File: config.mk
export PLATFORM = sky130hd
export DESIGN_NAME = iq_phase_discriminator_flat
export DESIGN_NICKNAME = d
export VERILOG_FILES = /design/src/rtl/iq_phase_discriminator_if.sv /design/src/rtl/iq_phase_discriminator.sv /design/src/flat_wrapper.sv
export SDC_FILE = /design/constraint.sdc
export NUM_CORES = 2
export LEC_CHECK = 0
export CAP_MARGIN = 15
export CORE_AREA = 2 2 432 434
export DETAILED_ROUTE_END_ITERATION = 6
export DIE_AREA = 0 0 434 436
export PLACE_DENSITY_LB_ADDON = 0.05
export SETUP_SLACK_MARGIN = 0.15
export SLEW_MARGIN = 10
export SYNTH_ARGS = -nofsm -noshare
export SYNTH_HDL_FRONTEND = slang
export SYNTH_SLANG_ARGS = --single-unit
File: constraint.sdc
create_clock -name clk -period 79.3 [get_ports clk]
set_input_delay 11.895 -clock clk [delete_from_list [all_inputs] [get_ports clk]]
set_output_delay 11.895 -clock clk [all_outputs]
set_load 0.01 [all_outputs]
File: src/rtl/iq_phase_discriminator_if.sv
// rtl/iq_phase_discriminator_if.sv - sample in / phase-freq-mag out bundle for the IQ phase discriminator
interface iq_phase_discriminator_if #(
    parameter int DW = 10,
    parameter int PW = 32
);
    logic                 en;
    logic signed [DW-1:0] i_in;
    logic signed [DW-1:0] q_in;
    logic                 out_valid;
    logic [PW-1:0]        phase;
    logic signed [PW-1:0] freq;
    logic [DW+1:0]        mag;

    modport master (
        output en, i_in, q_in,
        input  out_valid, phase, freq, mag
    );

    modport slave (
        input  en, i_in, q_in,
        output out_valid, phase, freq, mag
    );
endinterface

File: src/rtl/iq_phase_discriminator.sv
// rtl/iq_phase_discriminator.sv - pipelined vectoring CORDIC recovering phase, phase step and magnitude from I/Q
module iq_phase_discriminator #(
    parameter int DW   = 10,
    parameter int PW   = 32,
    parameter int ITER = 16
) (
    input  logic                     clk,
    input  logic                     rst,
    iq_phase_discriminator_if.slave  bus
);
    localparam int XW = DW + 3;

    function automatic logic [PW-1:0] atan_word(input int s);
        real r;
        r = $atan(1.0 / (2.0 ** s)) / (2.0 * 3.14159265358979323846) * (2.0 ** PW);
        return PW'(longint'(r));
    endfunction

    logic [PW-1:0] w_atan [0:ITER-1];

    for (genvar g = 0; g < ITER; g++) begin : g_atan
        assign w_atan[g] = atan_word(g);
    end

    logic                 r_cap_v;
    logic signed [DW-1:0] r_cap_i;
    logic signed [DW-1:0] r_cap_q;

    logic                 r_v [0:ITER];
    logic signed [XW-1:0] r_x [0:ITER];
    logic signed [XW-1:0] r_y [0:ITER];
    logic [PW-1:0]        r_z [0:ITER];

    logic                 r_first;
    logic [PW-1:0]        r_prev_z;
    logic                 r_out_valid;
    logic [PW-1:0]        r_phase;
    logic [PW-1:0]        r_freq;
    logic [DW+1:0]        r_mag;

    // Three extra bits let -(-2^(DW-1)) and the ~1.65x CORDIC gain fit without wrapping.
    logic signed [XW-1:0] w_i_ext;
    logic signed [XW-1:0] w_q_ext;

    assign w_i_ext = {{(XW-DW){r_cap_i[DW-1]}}, r_cap_i};
    assign w_q_ext = {{(XW-DW){r_cap_q[DW-1]}}, r_cap_q};

    always_ff @(posedge clk or posedge rst) begin
        if (rst) begin
            r_cap_v     <= 1'b0;
            r_cap_i     <= '0;
            r_cap_q     <= '0;
            for (int k = 0; k <= ITER; k++) begin
                r_v[k] <= 1'b0;
                r_x[k] <= '0;
                r_y[k] <= '0;
                r_z[k] <= '0;
            end
            r_first     <= 1'b1;
            r_prev_z    <= '0;
            r_out_valid <= 1'b0;
            r_phase     <= '0;
            r_freq      <= '0;
            r_mag       <= '0;
        end else begin
            r_cap_v <= bus.en;
            r_cap_i <= bus.i_in;
            r_cap_q <= bus.q_in;

            // Fold the left half-plane onto the right so the micro-rotations only cover +-99.9 deg.
            r_v[0] <= r_cap_v;
            if (r_cap_i[DW-1]) begin
                r_x[0] <= -w_i_ext;
                r_y[0] <= -w_q_ext;
                r_z[0] <= {1'b1, {(PW-1){1'b0}}};
            end else begin
                r_x[0] <= w_i_ext;
                r_y[0] <= w_q_ext;
                r_z[0] <= '0;
            end

            for (int k = 1; k <= ITER; k++) begin
                r_v[k] <= r_v[k-1];
                if (!r_y[k-1][XW-1]) begin
                    r_x[k] <= r_x[k-1] + (r_y[k-1] >>> (k-1));
                    r_y[k] <= r_y[k-1] - (r_x[k-1] >>> (k-1));
                    r_z[k] <= r_z[k-1] + w_atan[k-1];
                end else begin
                    r_x[k] <= r_x[k-1] - (r_y[k-1] >>> (k-1));
                    r_y[k] <= r_y[k-1] + (r_x[k-1] >>> (k-1));
                    r_z[k] <= r_z[k-1] - w_atan[k-1];
                end
            end

            // Modular subtraction makes the 360->0 and 180 deg crossings come out as small steps.
            r_out_valid <= r_v[ITER];
            if (r_v[ITER]) begin
                r_phase  <= r_z[ITER];
                r_mag    <= r_x[ITER][DW+1:0];
                r_freq   <= r_first ? '0 : (r_z[ITER] - r_prev_z);
                r_prev_z <= r_z[ITER];
                r_first  <= 1'b0;
            end
        end
    end

    assign bus.out_valid = r_out_valid;
    assign bus.phase     = r_phase;
    assign bus.freq      = r_freq;
    assign bus.mag       = r_mag;
endmodule

File: src/flat_wrapper.sv
// flat-port wrapper written by rule: the top's interface ports become plain ports
module iq_phase_discriminator_flat 
#(
    parameter int DW   = 10,
    parameter int PW   = 32,
    parameter int ITER = 16
)
  (clk, rst, bus_en, bus_i_in, bus_q_in, bus_out_valid, bus_phase, bus_freq, bus_mag);
  iq_phase_discriminator_if #(.DW(DW), .PW(PW)) bus_i ();
  input  logic clk;
  input  logic rst;
  input wire logic [$bits(bus_i.en)-1:0] bus_en;
  input wire logic [$bits(bus_i.i_in)-1:0] bus_i_in;
  input wire logic [$bits(bus_i.q_in)-1:0] bus_q_in;
  output wire logic [$bits(bus_i.out_valid)-1:0] bus_out_valid;
  output wire logic [$bits(bus_i.phase)-1:0] bus_phase;
  output wire logic [$bits(bus_i.freq)-1:0] bus_freq;
  output wire logic [$bits(bus_i.mag)-1:0] bus_mag;
  assign bus_i.en = bus_en;
  assign bus_i.i_in = bus_i_in;
  assign bus_i.q_in = bus_q_in;
  assign bus_out_valid = bus_i.out_valid;
  assign bus_phase = bus_i.phase;
  assign bus_freq = bus_i.freq;
  assign bus_mag = bus_i.mag;
  iq_phase_discriminator #(.DW(DW), .PW(PW), .ITER(ITER)) u_core (.clk(clk), .rst(rst), .bus(bus_i));
endmodule
==> metrics.json <==
{
  "run_status": {"value": "complete, no violations"},
  "route.vias.total": {"value": 45400},
  "hp-class": {"value": "register to register"},
  "worst-setup-path-type": {"value": "input pin to asynchronous set/reset pin"},
  "period_minus_slack": {"value": 15.63, "unit": "ns"},
  "worst_skew_pair.late_latency": {"value": 0.77, "unit": "ns"},
  "drt-initial-drc-count": {"value": 1890},
  "finish.net_count": {"value": 7612},
  "critPathMaxStageDelay": {"value": 0.87, "unit": "ns"},
  "grt-ovfl-total": {"value": 0},
  "synth_warnings": {"value": 0},
  "worstPathRequired": {"value": 80.06, "unit": "ns"},
  "io-pin-count": {"value": 100},
  "cts.reportedPaths.clkPinSlew": {"value": 0.06, "unit": "ns"},
  "synth.yosys.seq_area_share": {"value": 38.3, "unit": "%"},
  "n_fill_cell": {"value": 18400},
  "clock_tree_from_tritoncts": {"value": "built"},
  "num_rows": {"value": 158},
  "synth_area_per_cell": {"value": 9.86, "unit": "um2"},
  "mappedNetlistArea": {"value": 0.0643, "unit": "mm2"},
  "timing_worst_slew_pin_value": {"value": 0.957, "unit": "ns"},
  "final_common_cell": {"value": "dfrtp_1"},
  "cell_with_the_most_instances_on_the_worst_path": {"value": "buf_4"},
  "fin_hold_ws": {"value": 0.346, "unit": "ns"},
  "syn2layout_area_growth": {"value": 12.9, "unit": "%"},
  "cts-root-buf": {"value": "clkbuf_16"},
  "number_of_routed_nets_with_antenna_violations": {"value": 0},
  "drv.max_cap_violation_count": {"value": 0},
  "critical_path.cell_chain": {"value": "clkdlybuf4s50_1 -> inv_8 -> buf_4 -> buf_4 -> buf_4 -> buf_4"},
  "vias_in_the_first_global_route": {"value": 46900},
  "max_freq": {"value": 64.0, "unit": "MHz"},
  "slew-limit-headroom": {"value": 36.2, "unit": "%"},
  "chip_height": {"value": 436, "unit": "um"},
  "finalMaxSlewViolations": {"value": 0},
  "detail_route.first_pass.iterations": {"value": 5},
  "design.core.area": {"value": 0.185, "unit": "mm2"},
  "maximum_clock_skew_at_final_layout": {"value": 0.0316, "unit": "ns"},
  "post_cts_resized": {"value": 0},
  "grt_antenna_before_repair": {"value": 3},
  "largest_net_degree_at_the_start_of_global_routing": {"value": 162},
  "grt_setup_unrepaired": {"value": "false"},
  "wire_per_inst": {"value": 15.7, "unit": "um"},
  "final_cell_mix": {"value": "983 x dfrtp_1, 847 x ha_1, 611 x a21oi_1"},
  "layout-drive-gt1-share": {"value": 4.80, "unit": "%"},
  "dominantRegCellSynth": {"value": "dfrtp_1"},
  "timing.critical_path.buf_inv": {"value": 6},
  "drcViolationCount": {"value": 0},
  "finish.utilization": {"value": 39.3, "unit": "%"},
  "post_cts_hold_buffer_count": {"value": 0},
  "fin_setup_tns": {"value": 0, "unit": "ns"},
  "htreeDepth": {"value": 3},
  "cts-buffers-inserted": {"value": 121},
  "worst_setup_path_end_kind": {"value": "asynchronous set/reset pin"},
  "tritoncts_num_sinks": {"value": 985},
  "family_with_the_most_delay_on_the_worst_path": {"value": "buffers and inverters"},
  "postSynthRegisterBits": {"value": 985},
  "finalHoldViolCount": {"value": 0},
  "place.port_buffers": {"value": 99},
  "first_pass_grt_wire_length": {"value": 243000, "unit": "um"},
  "viasPerCell": {"value": 4.89},
  "async_flop_share": {"value": 100, "unit": "%"},
  "finalWirelength": {"value": 146000, "unit": "um"},
  "number_of_setup_violations_in_the_final_report": {"value": 0},
  "post_cts_setup_inserts": {"value": 0},
  "grt_usage": {"value": 15.6, "unit": "%"},
  "worst_setup_path_start_kind": {"value": "input pin"},
  "die-area": {"value": 0.189, "unit": "mm2"},
  "synth.lib_cells_used.distinct": {"value": 93},
  "cell_type_of_the_slowest_stage_on_the_worst_timing_path": {"value": "buf_4"},
  "gpl.final_weighted_congestion": {"value": 0.798},
  "effective_utilization_at_floorplan": {"value": 34.8, "unit": "%"},
  "die_width": {"value": 434, "unit": "um"},
  "postSynthCellCount": {"value": 6520},
  "synth_enable_flop_cells": {"value": 0},
  "worstPathMaxFanout": {"value": 110},
  "arrival": {"value": 16.39, "unit": "ns"},
  "final_cycle_utilization_of_the_critical_path": {"value": 19.7, "unit": "%"},
  "max-clock-path-buffers": {"value": 3},
  "post-dp-hpwl": {"value": 113000, "unit": "um"}
}
flip-flops by register name (all words and copies together) (netlist names):
register,count
u_core.r_z,455
u_core.r_x,219
u_core.r_y,195
u_core.bus.freq,32
u_core.bus.phase,32
u_core.r_v,17
u_core.bus.mag,12
u_core.r_cap_i,10
u_core.r_cap_q,10
u_core.bus.out_valid,1
u_core.r_cap_v,1
u_core.r_first,1
worst reg2reg max path, stage by stage (launching register included):
cell	delay [ns]
dfrtp_1	0.32
buf_4	0.33
inv_1	0.52
fa_1	0.61
a211oi_1	0.34
o21ai_0	0.26
a211oi_1	0.35
o31ai_1	0.20
o211a_1	0.27
nor2_1	0.10
nor2_1	0.06
o21ai_0	0.23
nand2_1	0.10
xor2_1	0.33
cell usage after synthesis, drive strengths merged, types with 23 or more instances:
library cell	instances	share of area, %
a211oi	35	0.42
o21a	84	0.98
nand3	86	0.67
nor2	448	2.6
nand2	296	1.7
a41o	23	0.36
o211ai	24	0.28
ha	847	16
clkbuf	85	0.50
nand4	33	0.32
o21bai	123	1.4
o21ai	380	3.0
nor4	27	0.26
inv	454	2.7
fa	49	1.5
a31oi	46	0.45
dfrtp	984	38
nand2b	84	0.82
a21o	311	3.6
nor2b	113	1.1
a21oi	616	4.8
xor2	269	3.7
and3	43	0.42
or3	33	0.32
a21boi	50	0.59
xnor2	549	7.5
mux2	30	0.53
o22ai	41	0.40
nor3	106	0.83
worst paths after layout:
check | startpoint | to | slack [ns] | depth (start not counted)
min in group asynchronous | rst | u_core.r_z[395] | 11.67 | 2
max | rst | u_core.r_y[109] | 63.67 | 6
max in group clk | u_core.bus.phase[0] | bus_phase[0] | 65.75 | 1
min reg2reg | u_core.r_v[11] | u_core.r_v[10] | 0.35 | 0
max reg2reg | u_core.r_y[64] | u_core.r_z[125] | 75.13 | 13
min | u_core.r_v[11] | u_core.r_v[10] | 0.35 | 0
area by class of cell:
cell class	instances	area, um2	area share [%]
diodes	1	2.50	0.00345
clock buffers	181	3660	5.04
clock inverters	45	532	0.733
inverters	455	1720	2.36
multi-input cells	4992	37600	51.8
flip-flops and latches	985	24700	34.0
well taps	2480	3100	4.28
repair buffers	138	1300	1.79
metal layers:
layer | up-vias | wire length, um | track usage (%)
li1 | 23400 | - | -
met2 | 409 | 71900 | 27.5
met3 | 186 | 3650 | 2.03
met1 | 21400 | 66400 | 19.7
met4 | 0 | 3680 | 4.31
met5 | - | 0 | 0
through the flow:
stage	instance area, um2	setup slack, ns	instances
after floorplan	64300	39.70	6522
after global placement	68400	62.59	9050
after detailed placement	68400	62.52	9050
after CTS	72600	63.40	9276
after global routing	72600	62.88	9277
final	72600	63.67	9277
logic make-up after synthesis:
logic type | share of synthesized area (%)
compound gates | 18.7
flops | 38.3
mux | 0.790
xor+xnor | 11.2
simple gates | 9.79
buf+inv | 3.19
fa+ha+maj | 18.0
other cells | 0.0117
Power is not shown: default switching activity piles up to over one toggle a cycle in this logic, so the estimate is an artifact.
